--- src/rtl/riscv_pkg.sv ---
// rtl/riscv_pkg.sv - shared core constants and the write-back requester index.
package riscv_pkg;

    localparam int XLEN       = 32;
    localparam int REG_ADDR_W = 5;
    localparam int NUM_REGS   = 32;

    typedef enum logic {
        WB_SRC_ALU = 1'b0,
        WB_SRC_LD  = 1'b1
    } wb_src_e;

    // x0 is hardwired, so it can never be a hazard source.
    function automatic logic reg_busy(input logic [NUM_REGS-1:0]   mask,
                                      input logic [REG_ADDR_W-1:0] addr);
        return (addr != '0) && mask[addr];
    endfunction

endpackage

--- src/rtl/regfile_wb_scheduler_if.sv ---
// rtl/regfile_wb_scheduler_if.sv - issue/check, write-back request and register-file port bundle.
interface regfile_wb_scheduler_if;
    import riscv_pkg::*;

    logic                  issue_valid;
    logic [REG_ADDR_W-1:0] issue_rd;
    logic [REG_ADDR_W-1:0] chk_rs1;
    logic [REG_ADDR_W-1:0] chk_rs2;
    logic [REG_ADDR_W-1:0] chk_rd;
    logic                  hazard;
    logic [NUM_REGS-1:0]   busy_mask;

    logic                  alu_valid;
    logic                  alu_ready;
    logic [REG_ADDR_W-1:0] alu_rd;
    logic [XLEN-1:0]       alu_data;

    logic                  ld_valid;
    logic                  ld_ready;
    logic [REG_ADDR_W-1:0] ld_rd;
    logic [XLEN-1:0]       ld_data;

    logic                  regWrite;
    logic [REG_ADDR_W-1:0] writeRegister;
    logic [XLEN-1:0]       writeData;

    modport master (
        output issue_valid, issue_rd, chk_rs1, chk_rs2, chk_rd,
        output alu_valid, alu_rd, alu_data, ld_valid, ld_rd, ld_data,
        input  hazard, busy_mask, alu_ready, ld_ready,
        input  regWrite, writeRegister, writeData
    );

    modport slave (
        input  issue_valid, issue_rd, chk_rs1, chk_rs2, chk_rd,
        input  alu_valid, alu_rd, alu_data, ld_valid, ld_rd, ld_data,
        output hazard, busy_mask, alu_ready, ld_ready,
        output regWrite, writeRegister, writeData
    );

endinterface

--- src/rtl/wb_arbiter2.sv ---
// rtl/wb_arbiter2.sv - 2-way write-back grant; WB_ROUND_ROBIN_EN selects round-robin,
// otherwise fixed load-over-ALU priority with no pointer flop.
module wb_arbiter2
    import riscv_pkg::*;
(
    input  logic clk,
    input  logic rst_n,
    input  logic i_alu_valid,
    input  logic i_ld_valid,
    output logic o_alu_grant,
    output logic o_ld_grant
);

`ifdef WB_ROUND_ROBIN_EN
    wb_src_e r_last;
    logic    w_pref_ld;

    assign w_pref_ld = (r_last == WB_SRC_ALU);

    always_comb begin
        o_ld_grant  = i_ld_valid && (!i_alu_valid || w_pref_ld);
        o_alu_grant = i_alu_valid && !o_ld_grant;
    end

    // Reset value makes the ALU the preferred side for the first contention.
    always_ff @(posedge clk or negedge rst_n) begin
        if (!rst_n) begin
            r_last <= WB_SRC_LD;
        end else if (o_ld_grant) begin
            r_last <= WB_SRC_LD;
        end else if (o_alu_grant) begin
            r_last <= WB_SRC_ALU;
        end
    end
`else
    logic w_unused_clk_rst;

    assign w_unused_clk_rst = clk ^ rst_n;

    always_comb begin
        o_ld_grant  = i_ld_valid;
        o_alu_grant = i_alu_valid && !i_ld_valid;
    end
`endif

endmodule

--- src/rtl/regfile_wb_scheduler.sv ---
// rtl/regfile_wb_scheduler.sv - shares the register-file write port between ALU and load,
// and keeps the per-register busy scoreboard; arbitration policy via WB_ROUND_ROBIN_EN.
module regfile_wb_scheduler
    import riscv_pkg::*;
(
    input  logic                  clk,
    input  logic                  rst_n,
    regfile_wb_scheduler_if.slave wb
);

    logic                  w_alu_grant;
    logic                  w_ld_grant;
    logic                  w_xfer;
    logic [REG_ADDR_W-1:0] w_rd;
    logic [XLEN-1:0]       w_data;
    logic [NUM_REGS-1:0]   w_busy_next;

    logic [NUM_REGS-1:0]   r_busy;
    logic                  r_we;
    logic [REG_ADDR_W-1:0] r_wr;
    logic [XLEN-1:0]       r_wd;

    wb_arbiter2 u_arb (
        .clk         (clk),
        .rst_n       (rst_n),
        .i_alu_valid (wb.alu_valid),
        .i_ld_valid  (wb.ld_valid),
        .o_alu_grant (w_alu_grant),
        .o_ld_grant  (w_ld_grant)
    );

    assign wb.alu_ready = w_alu_grant;
    assign wb.ld_ready  = w_ld_grant;

    assign w_xfer = w_alu_grant || w_ld_grant;
    assign w_rd   = w_ld_grant ? wb.ld_rd   : wb.alu_rd;
    assign w_data = w_ld_grant ? wb.ld_data : wb.alu_data;

    // Clear first, then set: a same-edge issue to the committing register keeps it busy.
    always_comb begin
        w_busy_next = r_busy;
        if (r_we) begin
            w_busy_next[r_wr] = 1'b0;
        end
        if (wb.issue_valid && (wb.issue_rd != '0)) begin
            w_busy_next[wb.issue_rd] = 1'b1;
        end
        w_busy_next[0] = 1'b0;
    end

    always_ff @(posedge clk or negedge rst_n) begin
        if (!rst_n) begin
            r_busy <= '0;
            r_we   <= 1'b0;
            r_wr   <= '0;
            r_wd   <= '0;
        end else begin
            r_busy <= w_busy_next;
            r_we   <= w_xfer && (w_rd != '0);
            if (w_xfer) begin
                r_wr <= w_rd;
                r_wd <= w_data;
            end
        end
    end

    assign wb.hazard = reg_busy(r_busy, wb.chk_rs1) ||
                       reg_busy(r_busy, wb.chk_rs2) ||
                       reg_busy(r_busy, wb.chk_rd);

    assign wb.busy_mask     = r_busy;
    assign wb.regWrite      = r_we;
    assign wb.writeRegister = r_wr;
    assign wb.writeData     = r_wd;

endmodule

--- src/flat_wrapper.sv ---
// flat-port wrapper written by rule: the top's interface ports become plain ports
module regfile_wb_scheduler_flat import riscv_pkg::*;
  (clk, rst_n, wb_issue_valid, wb_issue_rd, wb_chk_rs1, wb_chk_rs2, wb_chk_rd, wb_alu_valid, wb_alu_rd, wb_alu_data, wb_ld_valid, wb_ld_rd, wb_ld_data, wb_hazard, wb_busy_mask, wb_alu_ready, wb_ld_ready, wb_regWrite, wb_writeRegister, wb_writeData);
  regfile_wb_scheduler_if wb_i ();
  input  logic clk;
  input  logic rst_n;
  input wire logic [$bits(wb_i.issue_valid)-1:0] wb_issue_valid;
  input wire logic [$bits(wb_i.issue_rd)-1:0] wb_issue_rd;
  input wire logic [$bits(wb_i.chk_rs1)-1:0] wb_chk_rs1;
  input wire logic [$bits(wb_i.chk_rs2)-1:0] wb_chk_rs2;
  input wire logic [$bits(wb_i.chk_rd)-1:0] wb_chk_rd;
  input wire logic [$bits(wb_i.alu_valid)-1:0] wb_alu_valid;
  input wire logic [$bits(wb_i.alu_rd)-1:0] wb_alu_rd;
  input wire logic [$bits(wb_i.alu_data)-1:0] wb_alu_data;
  input wire logic [$bits(wb_i.ld_valid)-1:0] wb_ld_valid;
  input wire logic [$bits(wb_i.ld_rd)-1:0] wb_ld_rd;
  input wire logic [$bits(wb_i.ld_data)-1:0] wb_ld_data;
  output wire logic [$bits(wb_i.hazard)-1:0] wb_hazard;
  output wire logic [$bits(wb_i.busy_mask)-1:0] wb_busy_mask;
  output wire logic [$bits(wb_i.alu_ready)-1:0] wb_alu_ready;
  output wire logic [$bits(wb_i.ld_ready)-1:0] wb_ld_ready;
  output wire logic [$bits(wb_i.regWrite)-1:0] wb_regWrite;
  output wire logic [$bits(wb_i.writeRegister)-1:0] wb_writeRegister;
  output wire logic [$bits(wb_i.writeData)-1:0] wb_writeData;
  assign wb_i.issue_valid = wb_issue_valid;
  assign wb_i.issue_rd = wb_issue_rd;
  assign wb_i.chk_rs1 = wb_chk_rs1;
  assign wb_i.chk_rs2 = wb_chk_rs2;
  assign wb_i.chk_rd = wb_chk_rd;
  assign wb_i.alu_valid = wb_alu_valid;
  assign wb_i.alu_rd = wb_alu_rd;
  assign wb_i.alu_data = wb_alu_data;
  assign wb_i.ld_valid = wb_ld_valid;
  assign wb_i.ld_rd = wb_ld_rd;
  assign wb_i.ld_data = wb_ld_data;
  assign wb_hazard = wb_i.hazard;
  assign wb_busy_mask = wb_i.busy_mask;
  assign wb_alu_ready = wb_i.alu_ready;
  assign wb_ld_ready = wb_i.ld_ready;
  assign wb_regWrite = wb_i.regWrite;
  assign wb_writeRegister = wb_i.writeRegister;
  assign wb_writeData = wb_i.writeData;
  regfile_wb_scheduler u_core (.clk(clk), .rst_n(rst_n), .wb(wb_i));
endmodule
--- config.mk ---
export PLATFORM = sky130hd
export DESIGN_NAME = regfile_wb_scheduler_flat
export DESIGN_NICKNAME = d
export VERILOG_FILES = /design/src/rtl/riscv_pkg.sv /design/src/rtl/regfile_wb_scheduler_if.sv /design/src/rtl/wb_arbiter2.sv /design/src/rtl/regfile_wb_scheduler.sv /design/src/flat_wrapper.sv
export SDC_FILE = /design/constraint.sdc
export NUM_CORES = 1
export LEC_CHECK = 0
export CAP_MARGIN = 20
export CORE_UTILIZATION = 43
export CTS_CLUSTER_SIZE = 16
export DETAILED_ROUTE_END_ITERATION = 7
export PLACE_DENSITY = 0.87
export SYNTH_ARGS = -nofsm -noshare
export SYNTH_HDL_FRONTEND = slang
export SYNTH_SLANG_ARGS = --single-unit
--- constraint.sdc ---
create_clock -name clk -period 3.5 [get_ports clk]
set_input_delay 0.7 -clock clk [delete_from_list [all_inputs] [get_ports clk]]
set_output_delay 0.7 -clock clk [all_outputs]
set_load 0.1 [all_outputs]
==> results.cfg <==
[clock_tree]
cts_made_buffers = 9
cts_tree = yes
cts_htree_levels = 3
clkTransAtPathRegs_ps = 80
clockBufferDepth = 2
clock-root-buffer = clkbuf_8
cts_num_sinks = 69
cts_hold_buf = 0
clock_latency_ps = 340

[die]
num_rows = 34
die-area_sq_um = 9420
die_h_um = 97.0
core_sq_um = 8720
start_util_pct = 44.5
io_pins = 172
die_w_um = 97.0

[critical_path]
worstPathArrival_ps = 2760
required_ps = 2800
crit_path_max_fanout = 5
endpoint_kind = output pin
critPathKind = in -> out
worstSetupStartpointType = primary input

[timing]
max_freq_mhz = 289
setup_viol = 0
finalMaxSlewViolations = 0
period_minus_slack_ps = 3460
timing.final.crit_share_pct = 98.7
fin_hold_ws_ps = 391
worst_pin_slew_ps = 1020
rsz0062_at_grt = false
slew_headroom_pct = 32.0
skew_ps = 5.77
final-hold-violation-count = 0

[route]
drt_iter0_markers = 252
dr_total_vias = 3849
ant_nets = 0
dr.pass1.iters = 5
wire_per_inst_um = 19.4
drc = 0
vias_per_cell = 5.87
drt-total-wl_um = 12700

[cells_and_area]
nets = 643
syn2layout_area_growth_pct = 50.5
layout_common_cells = clkdlybuf4s50_1 (137), o21ai_0 (100), dfrtp_1 (69)
antennaDiodeCount = 0
final_common_cell = clkdlybuf4s50_1
layoutNonFillerInstCount = 656
drive_gt1_share_pct = 15.3

[power]
max-vdd-ir-drop_v = 0.000394
p_leak_nw = 2.42
p_per_area_nw_per_um2 = 708

[logic_synthesis]
synth_cell_types = 35
syn-cell-area_sq_um = 3880
synth.largest_area_cell = dfrtp_1
ys_ff_latch = 69
synth_fp_nets = 473
synth.area.top_cells = dfrtp_1 (44%), o21ai_0 (13%), mux2i_1 (12%)
yosysWarnings = 0
postSynthCellCount = 374
syn_area_per_cell_sq_um = 10.4
ys_seq_area_share_pct = 44.5
synth_top_area_share_pct = 44.5

[grt]
grt_pass1_wl_um = 20700
grt_overflow = 0
grt_antenna_before_repair = 0
grt_pass1_vias = 4006
grt_usage_pct = 28.0
grt_max_degree = 47

[worst_hold_path]
hp-class = in -> async

[place]
io_buffers = 170
dp_hpwl_um = 9800
gp_congestion = 0.960
post-place-cells = 640

[status]
status = complete, no violations

[run]
maxCapViolCount = 0
-- worst max-delay path: stages --
cell      delay (ps)
clkbuf_4         160
mux4_1           540
mux4_2           470
a22o_1           200
or4_4            490
buf_12           180
-- timing repair --
item,in CTS,in global routing
cloned,0,0
setup buffers,1,0
setup endpoints to repair,1,1
resized for setup,13,4
endpoints found under the hold margin,0,0
pin swaps,3,0
-- where the power goes --
group / switching (mW) / internal [mW]
sequential: 0.253 / 0.968
combinational: 1.66 / 0.642
clock: 0.296 / 0.324
total: 2.20 / 1.93
-- cell usage after synthesis --
| library cell | instances |
|---|---|
| o21ai_0 | 100 |
| dfrtp_1 | 69 |
| mux2i_1 | 45 |
| nand2_1 | 41 |
| clkbuf_1 | 15 |
| mux4_2 | 13 |
| nand3b_1 | 12 |
| nand3_1 | 10 |
| nor2_1 | 7 |
| buf_1 | 6 |
| nor2b_1 | 6 |
| mux2_2 | 5 |
| mux4_1 | 5 |
| or3b_2 | 4 |
| or4_1 | 4 |
| a21oi_1 | 3 |
| a221oi_1 | 2 |
| a22o_1 | 2 |
| buf_2 | 2 |
| buf_4 | 2 |
| inv_1 | 2 |
| nand2b_1 | 2 |
| nand4_1 | 2 |
| nand4b_1 | 2 |
| nor3b_1 | 2 |
| or3_1 | 2 |
| a2bb2oi_1 | 1 |
| a311oi_1 | 1 |
| and4b_1 | 1 |
| buf_6 | 1 |
| conb_1 | 1 |
| nor4_1 | 1 |
| o2111ai_1 | 1 |
| o21a_1 | 1 |
| o22ai_1 | 1 |
-- cells by family (layout without fill, tap and decap cells) --
group | after synthesis | in the layout | share of synthesized area [%]
AND/OR/NAND/NOR | 96 | 96 | 13.1
other | 1 | 1 | 0.0966
flip-flops | 69 | 69 | 44.5
buffers and inverters | 28 | 202 | 3.16
multiplexers | 68 | 68 | 24.0
AO/OA/AOI/OAI | 112 | 112 | 15.2
-- registers in the layout, indices dropped and copies added (netlist names) --
name and flops:
u_core.wb.busy_mask 31, u_core.wb.writeData 32, u_core.wb.writeRegister 5, u_core.wb.regWrite 1
-- path summary, 6_finish.rpt --
check	slack (ps)	end	depth (start not counted)	startpoint
max	40	wb_hazard	6	wb_chk_rd[0]
min in group clk	570	u_core.wb.writeData[16]	2	u_core.wb.writeData[16]
min	390	u_core.wb.writeData[22]	1	rst_n
max in group asynchronous	2360	u_core.wb.busy_mask[24]	2	rst_n
min reg2reg	570	u_core.wb.writeData[16]	2	u_core.wb.writeData[16]
max reg2reg	1980	u_core.wb.busy_mask[8]	3	u_core.wb.writeRegister[3]
-- area by class of cell --
cell class / count / area, sq um
Clock buffer: 11 / 131
Timing Repair Buffer: 185 / 1750
Clock inverter: 4 / 50.0
Sequential cell: 69 / 1730
Tap cell: 108 / 135
Multi-Input combinational cell: 277 / 2040
Fill cell: 684 / 2870
Inverter: 2 / 7.51
-- metrics by stage --
stage,setup WS (ps),cell area (sq um),setup TNS (ps),util (%),power [mW]
finish,44.7,5850,0,67.0,4.14
global route,4.84,5850,0,67.0,4.29
CTS,26.6,5850,0,67.1,4.13
detailed placement,-422,5650,-422,64.8,3.51
global placement,-378,5650,-378,64.8,3.47
floorplan,186,3890,0,-,2.83
-- routing by layer --
metal	routed length (um)	up-vias	track usage, %
li1	-	1724	-
met1	4850	1860	34.7
met2	6300	237	47.0
met3	1250	28	7.73
met4	291	0	9.87
met5	0	-	0
No activity file was read; power rests on OpenSTA's default activity.
==> patch, RTL diff (same flow settings) <==
The option `WB_ROUND_ROBIN_EN` is turned on by a define.
--- a/src/rtl/wb_arbiter2.sv
+++ b/src/rtl/wb_arbiter2.sv
@@ -1,5 +1,7 @@
 // rtl/wb_arbiter2.sv - 2-way write-back grant; WB_ROUND_ROBIN_EN selects round-robin,
 // otherwise fixed load-over-ALU priority with no pointer flop.
+`define WB_ROUND_ROBIN_EN
+
 module wb_arbiter2
     import riscv_pkg::*;
 (
Behaviour: not the same (a bounded check fails within 4 cycles, from zero or initial values and one cycle with rst_n low).
==> patch against the unedited design <==
- the flow now finishes with violations (design-rule violations)
- utilization increased by 1.4 points
- final area increased by 3.1%
- wire length increased by 4.5%
- synthesized area increased by 1.5%
- fmax increased by 0.75%
- power increased by 17%
- sequential cell count increased by 1
- setup slack improved by 26 ps
- critical path type unchanged
==> patch: results (changes against the unedited design) <==
[setup_path]
reg2reg_start=u_core.wb.writeRegister[1]
worstPathMaxFanout=4  ; -1
critical_path.slowest_cell=or4_4
crit-reg2reg-capture=u_core.wb.busy_mask[4]
r2r_setup_slack_ps=2090  ; +110 ps
cp_delay_by_family_top=buffers and inverters

[grt]
grt_first_pass_wirelength_mm=20.9  ; +1.2%
gr-usage-met2_pct=47.1  ; +0.11 points
grt_start_max_net_pins=49  ; +4.3%
grt_use_met1_pct=32.9  ; -1.8 points
grt_usage_pct=28.1  ; +0.087 points

[placement]
dp_hpwl_mm=9.79  ; about the same
gp_congestion=0.995  ; +3.6%
dpl-instance-area_um2=5770  ; +2.1%
preCtsSetupSlack_ps=-331  ; +91.1 ps

[routing]
met3_length_mm=1.55  ; +24%
first_pass_iters=7  ; +2
via_count=3913  ; +1.7%
drcViolationCount=22  ; +22
detail_route.wirelength.met1_mm=4.88  ; +0.66%
wl_per_cell_um=20.0  ; +3.5%
detailroute.wirelength.met2_mm=6.49  ; +3.0%

[sta]
hold_ws_ps=366  ; -25.6 ps
timing.clock.skew_ps=8.00  ; +2.23 ps
max-slew-margin-rel_pct=32.7  ; +0.69 points

[layout]
num-nets-final=649  ; +0.93%
fillers=650  ; -5.0%
finalNonFillerCells=662  ; +0.91%

[power_and_ir_drop]
vdd_drop_max_mv=0.398  ; +1.1%
power.static_leakage_uw=0.00246  ; +1.6%

[logic_synthesis]
syn_inst=375  ; +0.27%
synth_cell_types=40  ; +14%
synthTopCellsByArea=dfrtp_1 (44%), mux2i_1 (12%), o21ai_1 (11%)
synthMuxAreaShare_pct=23.8  ; -0.14 points
synth-warning-count=0  ; unchanged

[run_status]
status=complete, but fails checks
violations=design-rule violations

[clock_tree]
postCtsSetupRepairBufs=0  ; -1

[patch: cell types whose count changed after synthesis, sizes merged, moves of 2 or more]
cell    change
buf         -3
nor2        -2
a22o        -2
clkbuf      +2
nand2b      +2
nand3       -3
o21ai       +3
[patch: repair_timing]
item,in CTS,in global routing
resized for setup,6,7
hold endpoints to repair,0,0
pin swaps,0,0
setup endpoints to repair,1,1
gates cloned,1,0
[patch: layout make-up]
cell class,instances,area (um^2),share of cell area (%)
Multi-Input combinational cell,279,2080,34.5
Clock buffer,10,138,2.28
Timing Repair Buffer,189,1860,30.8
Clock inverter,5,58.8,0.975
Tap cell,108,135,2.24
Inverter,1,3.75,0.0622
Sequential cell,70,1750,29.1
[patch: power breakdown]
| group | switching (uW) | internal [uW] |
|---|---|---|
| clock | 310 | 346 |
| sequential | 321 | 1020 |
| combinational | 2070 | 783 |
| total | 2700 | 2150 |
